**config.mk**
```make
export PLATFORM = sky130hd
export DESIGN_NAME = uart_tx_drain
export DESIGN_NICKNAME = d
export VERILOG_FILES = /design/src/rtl/uart_tx_drain.sv
export SDC_FILE = /design/constraint.sdc
export NUM_CORES = 1
export LEC_CHECK = 0
export CAP_MARGIN = 20
export CORE_UTILIZATION = 55
export CTS_CLUSTER_DIAMETER = 30
export CTS_CLUSTER_SIZE = 14
export DETAILED_ROUTE_END_ITERATION = 8
export HOLD_SLACK_MARGIN = 0.05
export PLACE_DENSITY = 0.78
export REMOVE_ABC_BUFFERS = 1
export SLEW_MARGIN = 5
export SYNTH_ARGS = -nofsm -noshare
export SYNTH_HDL_FRONTEND = slang
export SYNTH_SLANG_ARGS = --single-unit
```
**constraint.sdc**
```tcl
create_clock -name CLK -period 2.2 [get_ports CLK]
set_input_delay 0.44 -clock CLK [delete_from_list [all_inputs] [get_ports CLK]]
set_output_delay 0.44 -clock CLK [all_outputs]
set_load 0.05 [all_outputs]
```
**src/rtl/uart_tx_drain.sv**
```systemverilog
// -----------------------------------------------------------------------------
// uart_tx_drain
//
// UART transmitter fed directly by the 256-byte transmit FIFO. It reads one byte
// at a time through the FIFO's read-request/empty handshake and sends each byte
// as an asynchronous frame: a start bit, eight data bits LSB first, and one or
// two stop bits.
//
// Parameters
//   CLKS_PER_BIT : CLK cycles per bit period (2..65535), default 50 MHz/115200
//   STOP_BITS    : number of stop bits, 1 or 2
//
// Ports
//   CLK   in   system clock, rising edge
//   RSTN  in   asynchronous active-low reset
//   EN    in   transmit enable; a new frame can start only while high
//   FE    in   FIFO empty flag (combinational in the FIFO)
//   DO    in   FIFO read data, valid the cycle after RREQ is sampled high
//   RREQ  out  FIFO read request, registered single-cycle pulse
//   TXD   out  serial line, idles high
//   BUSY  out  high whenever the transmitter is not idle
//
// Frame timing, counted from the edge that leaves IDLE:
//   +1 RREQ falls (FIFO has latched its data), +2 start bit falls,
//   then (9 + STOP_BITS) * CLKS_PER_BIT cycles until the line is free again.
// -----------------------------------------------------------------------------
module uart_tx_drain #(
    parameter int CLKS_PER_BIT = 434,
    parameter int STOP_BITS    = 1
) (
    input  logic       CLK,
    input  logic       RSTN,
    input  logic       EN,
    input  logic       FE,
    input  logic [7:0] DO,
    output logic       RREQ,
    output logic       TXD,
    output logic       BUSY
);

    localparam int                 CNT_W     = $clog2(CLKS_PER_BIT);
    localparam logic [CNT_W-1:0]   CNT_LAST  = CNT_W'(CLKS_PER_BIT - 1);
    // Index of the final stop bit: 0 for one stop bit, 1 for two.
    localparam logic               STOP_LAST = (STOP_BITS == 2);

    typedef enum logic [2:0] {
        IDLE,
        REQ,
        CAPT,
        START,
        DATA,
        STOP
    } state_t;

    state_t           state;
    logic [CNT_W-1:0] baud_cnt;
    logic [2:0]       bit_idx;
    logic [7:0]       shift;
    logic             stop_idx;
    logic             baud_done;

    // Terminal count of the baud counter marks the last cycle of a bit period.
    assign baud_done = (baud_cnt == CNT_LAST);

    // NOTE: every register here, the shift register included, is a plain flop
    // with a defined reset value; there is no storage array that would need
    // to be left unreset.
    always_ff @(posedge CLK or negedge RSTN) begin
        if (!RSTN) begin
            state    <= IDLE;
            TXD      <= 1'b1;
            RREQ     <= 1'b0;
            BUSY     <= 1'b0;
            baud_cnt <= '0;
            bit_idx  <= '0;
            shift    <= '0;
            stop_idx <= 1'b0;
        end else begin
            // NOTE: state is updated with non-blocking assignments so every
            // branch reads the values from before this edge, the way the flops
            // actually behave.
            // RREQ defaults low so it can only ever be a one-cycle pulse.
            RREQ <= 1'b0;

            case (state)
                IDLE: begin
                    // Never request on an empty FIFO: it would return stale
                    // data. EN is only consulted here, so dropping it mid-frame
                    // lets the current frame finish untouched.
                    if (EN && !FE) begin
                        state <= REQ;
                        RREQ  <= 1'b1;
                        BUSY  <= 1'b1;
                    end
                end

                REQ: begin
                    // The FIFO samples RREQ=1 at the end of this cycle.
                    state <= CAPT;
                end

                CAPT: begin
                    shift    <= DO;
                    TXD      <= 1'b0;
                    baud_cnt <= '0;
                    state    <= START;
                end

                START: begin
                    if (baud_done) begin
                        baud_cnt <= '0;
                        TXD      <= shift[0];
                        bit_idx  <= '0;
                        state    <= DATA;
                    end else begin
                        baud_cnt <= baud_cnt + 1'b1;
                    end
                end

                DATA: begin
                    if (baud_done) begin
                        baud_cnt <= '0;
                        shift    <= {1'b0, shift[7:1]};
                        bit_idx  <= bit_idx + 3'd1;
                        if (bit_idx == 3'd7) begin
                            TXD      <= 1'b1;
                            stop_idx <= 1'b0;
                            state    <= STOP;
                        end else begin
                            // shift[1] is the bit that moves into position 0.
                            TXD <= shift[1];
                        end
                    end else begin
                        baud_cnt <= baud_cnt + 1'b1;
                    end
                end

                STOP: begin
                    if (baud_done) begin
                        baud_cnt <= '0;
                        if (stop_idx == STOP_LAST) begin
                            state <= IDLE;
                            BUSY  <= 1'b0;
                        end else begin
                            stop_idx <= 1'b1;
                        end
                    end else begin
                        baud_cnt <= baud_cnt + 1'b1;
                    end
                end

                default: begin
                    state <= IDLE;
                    TXD   <= 1'b1;
                    BUSY  <= 1'b0;
                end
            endcase
        end
    end

endmodule
```
# Yosys cells after proc, flatten, opt, wreduce, memory -nomap -nowiden
# Cells that the tools add are included.
[word_totals]
word_cells = 70
ff_bits = 27
[classes]
muxes = 29
add_sub_neg = 2
n_reduce_logical = 16
bitwise = 2
eq_ne = 13
[op_table]
columns = ["op", "count"]
rows = [
  ["3-bit two-way mux", 8],
  ["3-bit one-hot mux with 6 select lines", 1],
  ["9-bit one-hot mux with 2 select lines", 1],
  ["8-bit one-hot mux with 2 select lines", 1],
  ["1-bit two-way mux", 12],
  ["2-bit != test (second input constant)", 6],
  ["9-bit by 1-bit adder with 9-bit output (second input constant)", 1],
  ["3-bit equality test (second input constant)", 3],
  ["9-bit equality test (second input constant)", 1],
  ["9-bit two-way mux", 1],
  ["8-bit two-way mux", 1],
  ["4-bit AND reduction", 2],
  ["2-bit nonzero test", 4],
  ["3-bit by 2-bit equality test with 1-bit output (second input constant)", 2],
  ["3-bit one-hot mux with 2 select lines", 1],
  ["3-bit AND reduction", 2],
  ["6-bit AND reduction", 1],
  ["3-bit OR reduction", 2],
  ["1-bit one-hot mux with 4 select lines", 1],
  ["4-bit OR reduction", 1],
  ["3-bit by 1-bit adder with 3-bit output (second input constant)", 1],
  ["3-bit by 1-bit equality test with 1-bit output (second input constant)", 1],
  ["3-bit zero test", 1],
  ["1-bit one-hot mux with 3 select lines", 1],
  ["other kinds (5)", 6],
]

# Longest topological paths before layout
# Gate-level depths: netlist of run 1.
[logic_depth]
word_depth = 4
mapped_depth = 8
ltp_nobuf = 6

# Worst setup path after synthesis of run 1
# No wires, ideal clock.
[synth_timing]
kind = "register to register"
startpoint = "register baud_cnt[1]"
endpoint = "register shift[2]"
required_ps = 2081
arrival_ps = 1432
setup_slack_ps = 649
setup_time_ps = 119
stages_incl_launch_ff = 9
path_cell_list = "dfrtp_1 inv_1 ha_1 and4b_1 buf_4 nand4_1 buf_4 o32a_1 o21a_1"
[synth_between]
elab_chain_cells = 3
[synth_rtl]
columns = ["element", "line", "source"]
rows = [
  ["from (decl)", "56", "logic [CNT_W-1:0] baud_cnt;"],
  ["from (signal assigned)", "116", "baud_cnt <= baud_cnt + 1'b1;"],
  ["from (signal assigned)", "134", "baud_cnt <= baud_cnt + 1'b1;"],
  ["from (signal assigned)", "148", "baud_cnt <= baud_cnt + 1'b1;"],
  ["9-bit equality test", "63", "assign baud_done = (baud_cnt == CNT_LAST);"],
  ["2-bit != test (no line)", "-", ""],
  ["2-bit AND reduction (no line)", "-", ""],
  ["to (signal assigned)", "123", "shift <= {1'b0, shift[7:1]};"],
  ["to (decl)", "58", "logic [7:0] shift;"],
]
# No other way between the ends.
# A chain may end at the register's enable or synchronous reset.

# Worst setup path after layout of run 1
[layout_timing]
startpoint = "register TXD"
endpoint = "output port TXD"
[layout_lines]
columns = ["element", "line", "source"]
rows = [
  ["from (decl)", "37", "output logic TXD,"],
  ["from (signal assigned)", "112", "TXD <= shift[0];"],
  ["from (signal assigned)", "131", "TXD <= shift[1];"],
]
# No word-level cell between the ends.

==> key figures, run 1 <==
Timing
  – Clock period minus final worst setup slack: 2110 ps
  – Clock tree skew after final layout: 5.52 ps
  – Achievable Freq: 474 MHz
  – Final period util: 95.9%
  – Worst-margin pin slew: 524 ps
  – Number of pins with negative max-slew slack in the final report: 0
  – Final Hold Vio Count: 0
  – Final setup violating endpoints: 0
  – Sum of negative setup slack: 0 ps
  – Worst hold-check slack: 469 ps
  – Slew headroom: 64.8%
  – RSZ-0062 raised after global routing: no

Layout
  – Layout filler cell count: 194
  – Diodes inserted: 0
  – Area added between synthesis and finish: 14.6%
  – Fraction of final layout cells with drive strength greater than 1: 7.10%
  – Nets: 172

Setup path
  – Max stage delay on crit path: 790 ps
  – Launch point of the worst reg-to-reg path: baud_cnt[1]
  – Critical path's slowest cell: clkdlybuf4s50_1
  – WP data required: 1760 ps
  – Cell-by-cell listing of the critical path: clkdlybuf4s50_1
  – CP bufs+invs: 1
  – R2R cell count: 7
  – Critical path startpoint: TXD
  – Last element of the critical path: TXD
  – Logic depth of the worst path, buffers included: 1
  – Cell family contributing the most delay on the critical path: buffers and inverters
  – Kind of capture point of the worst setup path: output pin
  – Maximum fanout count along the critical path: 2
  – Arrival time reported for the critical path endpoint: 1670 ps
  – Category of the most critical setup path: reg -> out
  – FF-to-FF setup slack: 410 ps
  – Worst flop-to-flop path endpoint: shift[3]
  – Startpoint kind of the worst setup timing path: flip-flop

Logic synthesis
  – Area share of fa/ha/maj cells after synthesis: 3.62%
  – Primary FF master, synth: dfrtp_1
  – Synth Area in Simple Gates: 18.2%
  – Post-synthesis average cell area: 9.88 sq um
  – Gate Count Post-Synth: 140
  – Number of flops mapped to enable cells by yosys: 0
  – Parity-gate share of the synthesized area counting xor and xnor cells: 1.90%
  – Synth cell types: 42
  – Mux share of post-synthesis cell area: 0%
  – Post-synthesis register bit count: 26
  – Async set-or-reset flop fraction in the synthesized netlist: 100%
  – Largest family of logic cells by synthesized area: compound AO/OA/AOI/OAI gates
  – Synthesized-area fraction occupied by ao, oa, aoi and oai cells: 25.2%
  – Yosys Warn Count: 0
  – Post-synthesis instance area: 1380 sq um
  – Sequential element share of the synthesized area: 47.1%

Place
  – Number of buffer cells added on primary ports: 14
  – HPWL reported at the end of detailed placement: 1.98 mm
  – RD Place Congestion: 0.850

Floorplanning
  – Core outline area: 2300 sq um
  – Width of the chip: 52.1 um
  – Starting Density: 60.2%
  – Row count: 17
  – Chip height: 52.1 um
  – Die footprint: 2720 sq um
  – Top Ports: 15

Clocking
  – Clock Sink Count: 26
  – Post-CTS Repair Setup Buffers: 0
  – Gates resized, CTS repair: 0
  – Total of hold buffers inserted after clock tree synthesis: 0
  – Maximum root-to-sink buffer count: 2
  – Total clock buffers created by CTS: 3
  – H-tree levels: 1
  – Clock-pin slew of the registers on the worst-case setup and hold paths: 140 ps
  – CTS tree: done
  – Clock latency at the later pin of the worst-skew pair: 320 ps
  – Root Driver: clkbuf_4

Global routing
  – Combined global-route utilization of all metal layers: 24.1%
  – Number of global-route vias before repair: 1112
  – Global-route wire length before repair: 4.81 mm
  – Antenna violations before repair: 0
  – Total overflow reported by the global router: 0
  – Maximum number of pins on one net before global-route repair: 27

Job
  – # Max-Cap Violations: 0

Status
  – Status: finished clean

Power and ir drop
  – Worst ir drop on vdd: 0.459 mV
  – Ratio of total power to cell area: 495 nW/um^2
  – Static leakage: 0.664 nW

Route
  – Number of iterations in the first detailed-routing pass: 4
  – Total Wirelength: 2.69 mm
  – Avg Vias per Cell: 6.05
  – Starting DRT DRC Count: 11
  – WL/cell: 14.7 um
  – Via count: 1107
  – Number of DRC violations after detailed routing: 0
  – Remaining number of nets flagged by the antenna check after routing: 0

Hold path
  – Worst hold path class: in -> async
[layout make-up]
type                       instances  area [sq um]  area share [%]
multi-input combinational        104           676            42.7
sequential                        26           652            41.2
timing repair buffer              19           178            11.2
clock buffer                       4          36.3            2.29
tap                               28          35.0            2.21
inverter                           2          7.51           0.474
[registers in the layout, summed over array words and instances, names as in the netlist]
signal	count
BUSY	1
RREQ	1
TXD	1
baud_cnt	9
bit_idx	3
shift	8
state	3
[synthesized netlist by cell type, drive strengths merged, types with 2 or more instances]
| cell type | instances | area share, % |
|---|---|---|
| dfrtp | 25 | 45 |
| nand2 | 17 | 4.6 |
| o21ai | 10 | 3.6 |
| nor2 | 9 | 2.4 |
| o21a | 7 | 3.8 |
| o32a | 7 | 5.1 |
| a21oi | 6 | 2.2 |
| a31oi | 6 | 2.7 |
| buf | 6 | 2.9 |
| nand2b | 6 | 2.7 |
| ha | 4 | 3.6 |
| nand4 | 3 | 1.4 |
| o22ai | 3 | 1.4 |
| a22oi | 2 | 2.1 |
| clkbuf | 2 | 0.54 |
| inv | 2 | 0.54 |
| nand3 | 2 | 0.72 |
| nor2b | 2 | 0.90 |
| nor3 | 2 | 0.72 |
| xor2 | 2 | 1.3 |
[cells by family (layout without fill, tap and decap cells)]
kind of cell,Yosys count,after routing
AO/OA/AOI/OAI,48,48
XOR/XNOR,3,3
adder cells (fa/ha/maj),4,4
buffers and inverters,10,25
flip-flops,26,26
AND/OR/NAND/NOR,49,49
[layer usage]
layer | global-route usage (%) | vias to the layer above | wire length, um
met4 | 10.1 | 0 | 41
met1 | 32.1 | 529 | 1260
li1 | - | 549 | -
met2 | 38.7 | 23 | 1280
met3 | 4.09 | 6 | 103
met5 | 0 | - | 0
[metrics by stage]
| stage | std cells | utilization [%] | total power (W) | setup WS (ps) | area [sq um] |
|---|---|---|---|---|---|
| 2_1_floorplan | 132 | - | 0.000516 | 432 | 1340 |
| 3_3_place_gp | 179 | 67.4 | 0.000551 | 465 | 1550 |
| 3_5_place_dp | 179 | 67.4 | 0.000553 | 427 | 1550 |
| 4_1_cts | 183 | 69.0 | 0.000794 | 75.9 | 1580 |
| 5_1_grt | 183 | 69.0 | 0.000812 | 44.9 | 1580 |
| 6_report | 183 | 69.0 | 0.000784 | 89.4 | 1580 |
[where the power goes]
| part | internal, W | switching [W] |
|---|---|---|
| clock network | 0.000101 | 0.000140 |
| registers | 0.000487 | 0.00000560 |
| logic | 0.0000292 | 0.0000213 |
| total | 0.000617 | 0.000167 |
[worst min-delay path by stage]
stage,startpoint,endpoint,slack (ps),cells after the start
global placement,shift[0],shift[0],480,1
finish,RSTN,baud_cnt[6],470,2
floorplan,RSTN,BUSY,140,0
detailed placement,shift[5],shift[5],490,1
global route,RSTN,bit_idx[2],500,2
CTS,RSTN,state[2],480,2
[cells in the final DEF, fill, tap and decap left out, types with 2 or more instances in the layout]
master | synthesis | layout
o21ai_1 | 3 | 3
o32a_1 | 7 | 7
a21oi_1 | 6 | 6
nand3_1 | 2 | 2
inv_1 | 2 | 2
nor2_1 | 9 | 9
a31oi_1 | 6 | 6
nand4_1 | 3 | 3
nand2b_1 | 6 | 6
nand2_1 | 17 | 17
clkbuf_4 | 0 | 3
o21a_1 | 7 | 7
ha_1 | 4 | 4
o22ai_1 | 3 | 3
o21ai_0 | 7 | 7
dfrtp_1 | 25 | 25
buf_4 | 2 | 5
nor2b_1 | 2 | 2
xor2_1 | 2 | 2
clkdlybuf4s50_1 | 0 | 14
nor3_1 | 2 | 2
No activity file was read; power rests on OpenSTA's default activity.
==> run 2: changes to the inputs <==
--- a/config.mk
+++ b/config.mk
@@ -6,6 +6,7 @@
 export NUM_CORES = 1
 export LEC_CHECK = 0
 export CAP_MARGIN = 20
+export CORE_MARGIN = 1.5
 export CORE_UTILIZATION = 55
 export CTS_CLUSTER_DIAMETER = 30
 export CTS_CLUSTER_SIZE = 14
==> run 2 against run 1 <==
Effect of this change: cell area increased by 1.0%; combinational power hardly changed; register-to-register slack hardly changed; fmax shrank 0.15%; final cell count unchanged; global-route usage is 0.78 points lower; power is 11% higher; critical path depth stayed put; sequential share of layout area fell by 0.42 points; flip-flop and latch count is the same; clock skew shrank 2.4 ps; largest cell class unchanged.
==> key figures, run 2 (synthesized netlist as in run 1, its figures left out) <==
Power and ir drop
  – Switching Fraction: 19.8% (was 21.3%)
  – Worst ir drop on vdd: 0.458 mV (was 0.459 mV)
  – Proportion of power drawn by flip-flops and latches: 56.4% (was 62.8%)
  – Ratio of total power to cell area: 546 nW/um^2 (was 495 nW/um^2)
  – Combinational share of power: 5.8% (was 6.4%)
  – Static leakage: 0.671 nW (was 0.664 nW)
  – Clock network fraction of total power: 37.8% (was 30.7%)
  – Switching power of the nets: 0.000173 W (was 0.000167 W)
  – Internal power component: 0.000700 W (was 0.000617 W)

Timing
  – Number of pins with negative max-slew slack in the final report: 0 (unchanged)
  – Final period util: 96.1% (was 95.9%)
  – Worst hold-check slack: 465 ps (was 469 ps)
  – Sum of negative setup slack: 0 ps (unchanged)
  – Final setup violating endpoints: 0 (unchanged)
  – Clock period minus final worst setup slack: 2110 ps (about the same)
  – Worst-margin pin slew: 526 ps (was 524 ps)
  – RSZ-0062 raised after global routing: no (unchanged)
  – Slew headroom: 64.7% (was 64.8%)
  – Clock tree skew after final layout: 3.10 ps (was 5.52 ps)
  – PnR worst setup slack: 86.3 ps (was 89.4 ps)
  – Achievable Freq: 473 MHz (was 474 MHz)
  – Final Hold Vio Count: 0 (unchanged)

Global routing
  – Antenna violations before repair: 0 (unchanged)
  – Total overflow reported by the global router: 0 (unchanged)
  – Combined global-route utilization of all metal layers: 23.4% (was 24.1%)
  – Global-route wire length before repair: 4.73 mm (was 4.81 mm)
  – Maximum number of pins on one net before global-route repair: 27 (unchanged)
  – Number of global-route vias before repair: 1065 (was 1112)

Setup path
  – CP bufs+invs: 1 (unchanged)
  – Maximum fanout count along the critical path: 2 (unchanged)
  – Arrival time reported for the critical path endpoint: 1670 ps (about the same)
  – Kind of capture point of the worst setup path: output pin (unchanged)
  – Category of the most critical setup path: reg -> out (unchanged)
  – Startpoint kind of the worst setup timing path: flip-flop (unchanged)
  – Cell family contributing the most delay on the critical path: buffers and inverters (unchanged)
  – Cell-by-cell listing of the critical path: clkdlybuf4s50_1 (unchanged)
  – Critical path's slowest cell: clkdlybuf4s50_1 (unchanged)
  – WP data required: 1760 ps (about the same)
  – Max stage delay on crit path: 790 ps (about the same)
  – Launch point of the worst reg-to-reg path: baud_cnt[1] (unchanged)
  – Critical path startpoint: TXD (unchanged)

Place
  – RD Place Congestion: 0.861 (was 0.850)
  – Post-Place Worst Slack: 398 ps (was 427 ps)
  – Number of buffer cells added on primary ports: 14 (unchanged)
  – HPWL reported at the end of detailed placement: 1.97 mm (was 1.98 mm)
  – Post-Place Cell Area: 1550 sq um (unchanged)

Clocking
  – Total clock buffers created by CTS: 3 (unchanged)
  – Total of hold buffers inserted after clock tree synthesis: 0 (unchanged)
  – Post-CTS Repair Setup Buffers: 0 (unchanged)
  – Maximum root-to-sink buffer count: 2 (unchanged)
  – CTS tree: done (unchanged)
  – Clock Sink Count: 26 (unchanged)
  – Clock-pin slew of the registers on the worst-case setup and hold paths: 140 ps (about the same)
  – H-tree levels: 1 (unchanged)
  – Clock latency at the later pin of the worst-skew pair: 330 ps (was 320 ps)
  – Gates resized, CTS repair: 0 (unchanged)
  – Root Driver: clkbuf_4 (unchanged)

Layout
  – Biggest registers after layout: baud_cnt: 9 flops, shift: 8 flops (unchanged)
  – Commonest cells after routing, fill and taps aside: 25 x dfrtp_1, 17 x nand2_1, 14 x clkdlybuf4s50_1 (unchanged)
  – Layout filler cell count: 185 (was 194)
  – Finished Cell Area: 1600 sq um (was 1580 sq um)
  – Area added between synthesis and finish: 15.7% (was 14.6%)
  – Nets: 172 (unchanged)
  – Number of flip-flops in the largest register: 9 (unchanged)
  – Most frequent standard cell in the layout excluding fill and tap cells: dfrtp_1 (unchanged)
  – Fraction of final layout cells with drive strength greater than 1: 7.10% (unchanged)
  – Register with the most flip-flops: baud_cnt (unchanged)
  – Diodes inserted: 0 (unchanged)

Route
  – Remaining number of nets flagged by the antenna check after routing: 0 (unchanged)
  – Number of DRC violations after detailed routing: 0 (unchanged)
  – Number of iterations in the first detailed-routing pass: 4 (unchanged)
  – Total Wirelength: 2.79 mm (was 2.69 mm)
  – Via count: 1110 (was 1107)
  – Starting DRT DRC Count: 20 (was 11)
  – WL/cell: 15.2 um (was 14.7 um)
  – Avg Vias per Cell: 6.07 (was 6.05)

Floorplanning
  – Starting Density: 60.2% (unchanged)
  – Chip height: 53.1 um (was 52.1 um)
  – Core outline area: 2300 sq um (unchanged)
  – Width of the chip: 53.1 um (was 52.1 um)
  – Top Ports: 15 (unchanged)
  – Die footprint: 2820 sq um (was 2720 sq um)
  – Row count: 17 (unchanged)

Status
  – Status: finished clean (unchanged)

Hold path
  – Worst hold path class: in -> async (unchanged)

Job
  – # Max-Cap Violations: 0 (unchanged)
run 2: cell types whose count changed in the layout (fill, tap and decap cells not counted), sizes merged:
| cell | before | now |
|---|---|---|
| bufinv | 0 | 1 |
| clkbuf | 4 | 3 |
run 2: metal layers:
metal  wire length (um)  up-vias  GRT usage [%]
met4                 38        0           8.97
met5                  0        -              0
met3                152        5           3.39
li1                   -      549              -
met2               1380       34           38.8
met1               1210      522           30.7
run 2: area by class of cell:
class	instances	area [sq um]	area share, %
timing repair buffer	19	178	11.1
clock inverter	1	30.0	1.88
inverter	2	7.51	0.469
tap	28	35.0	2.19
clock buffer	3	22.5	1.41
multi-input combinational	104	676	42.2
sequential	26	652	40.7
run 2: power by group through the flow:
stage	sequential (W)	combinational [W]	clock, W
finish	0.000493	0.0000506	0.000330
global route	0.000494	0.0000562	0.000362
CTS	0.000493	0.0000517	0.000341
detailed placement	0.000501	0.0000514	0
global placement	0.000501	0.0000501	0
floorplan	0.000505	0.0000115	0
run 2: through the flow:
step	util, %	instances	power (W)
global route	69.7	183	0.000912
finish	69.7	183	0.000873
detailed placement	67.4	179	0.000553
floorplan	-	132	0.000516
CTS	69.7	183	0.000885
global placement	67.4	179	0.000551
run 2: worst paths after layout:
| kind | endpoint | slack [ps] | depth (start not counted) |
|---|---|---|---|
| worst max-delay path | TXD | 90 | 1 |
| worst min-delay path | BUSY | 470 | 2 |
| max in group asynchronous | TXD | 1440 | 2 |
| worst max register to register | shift[3] | 400 | 7 |
| min in group CLK | shift[0] | 510 | 1 |
| worst min register to register | shift[0] | 510 | 1 |
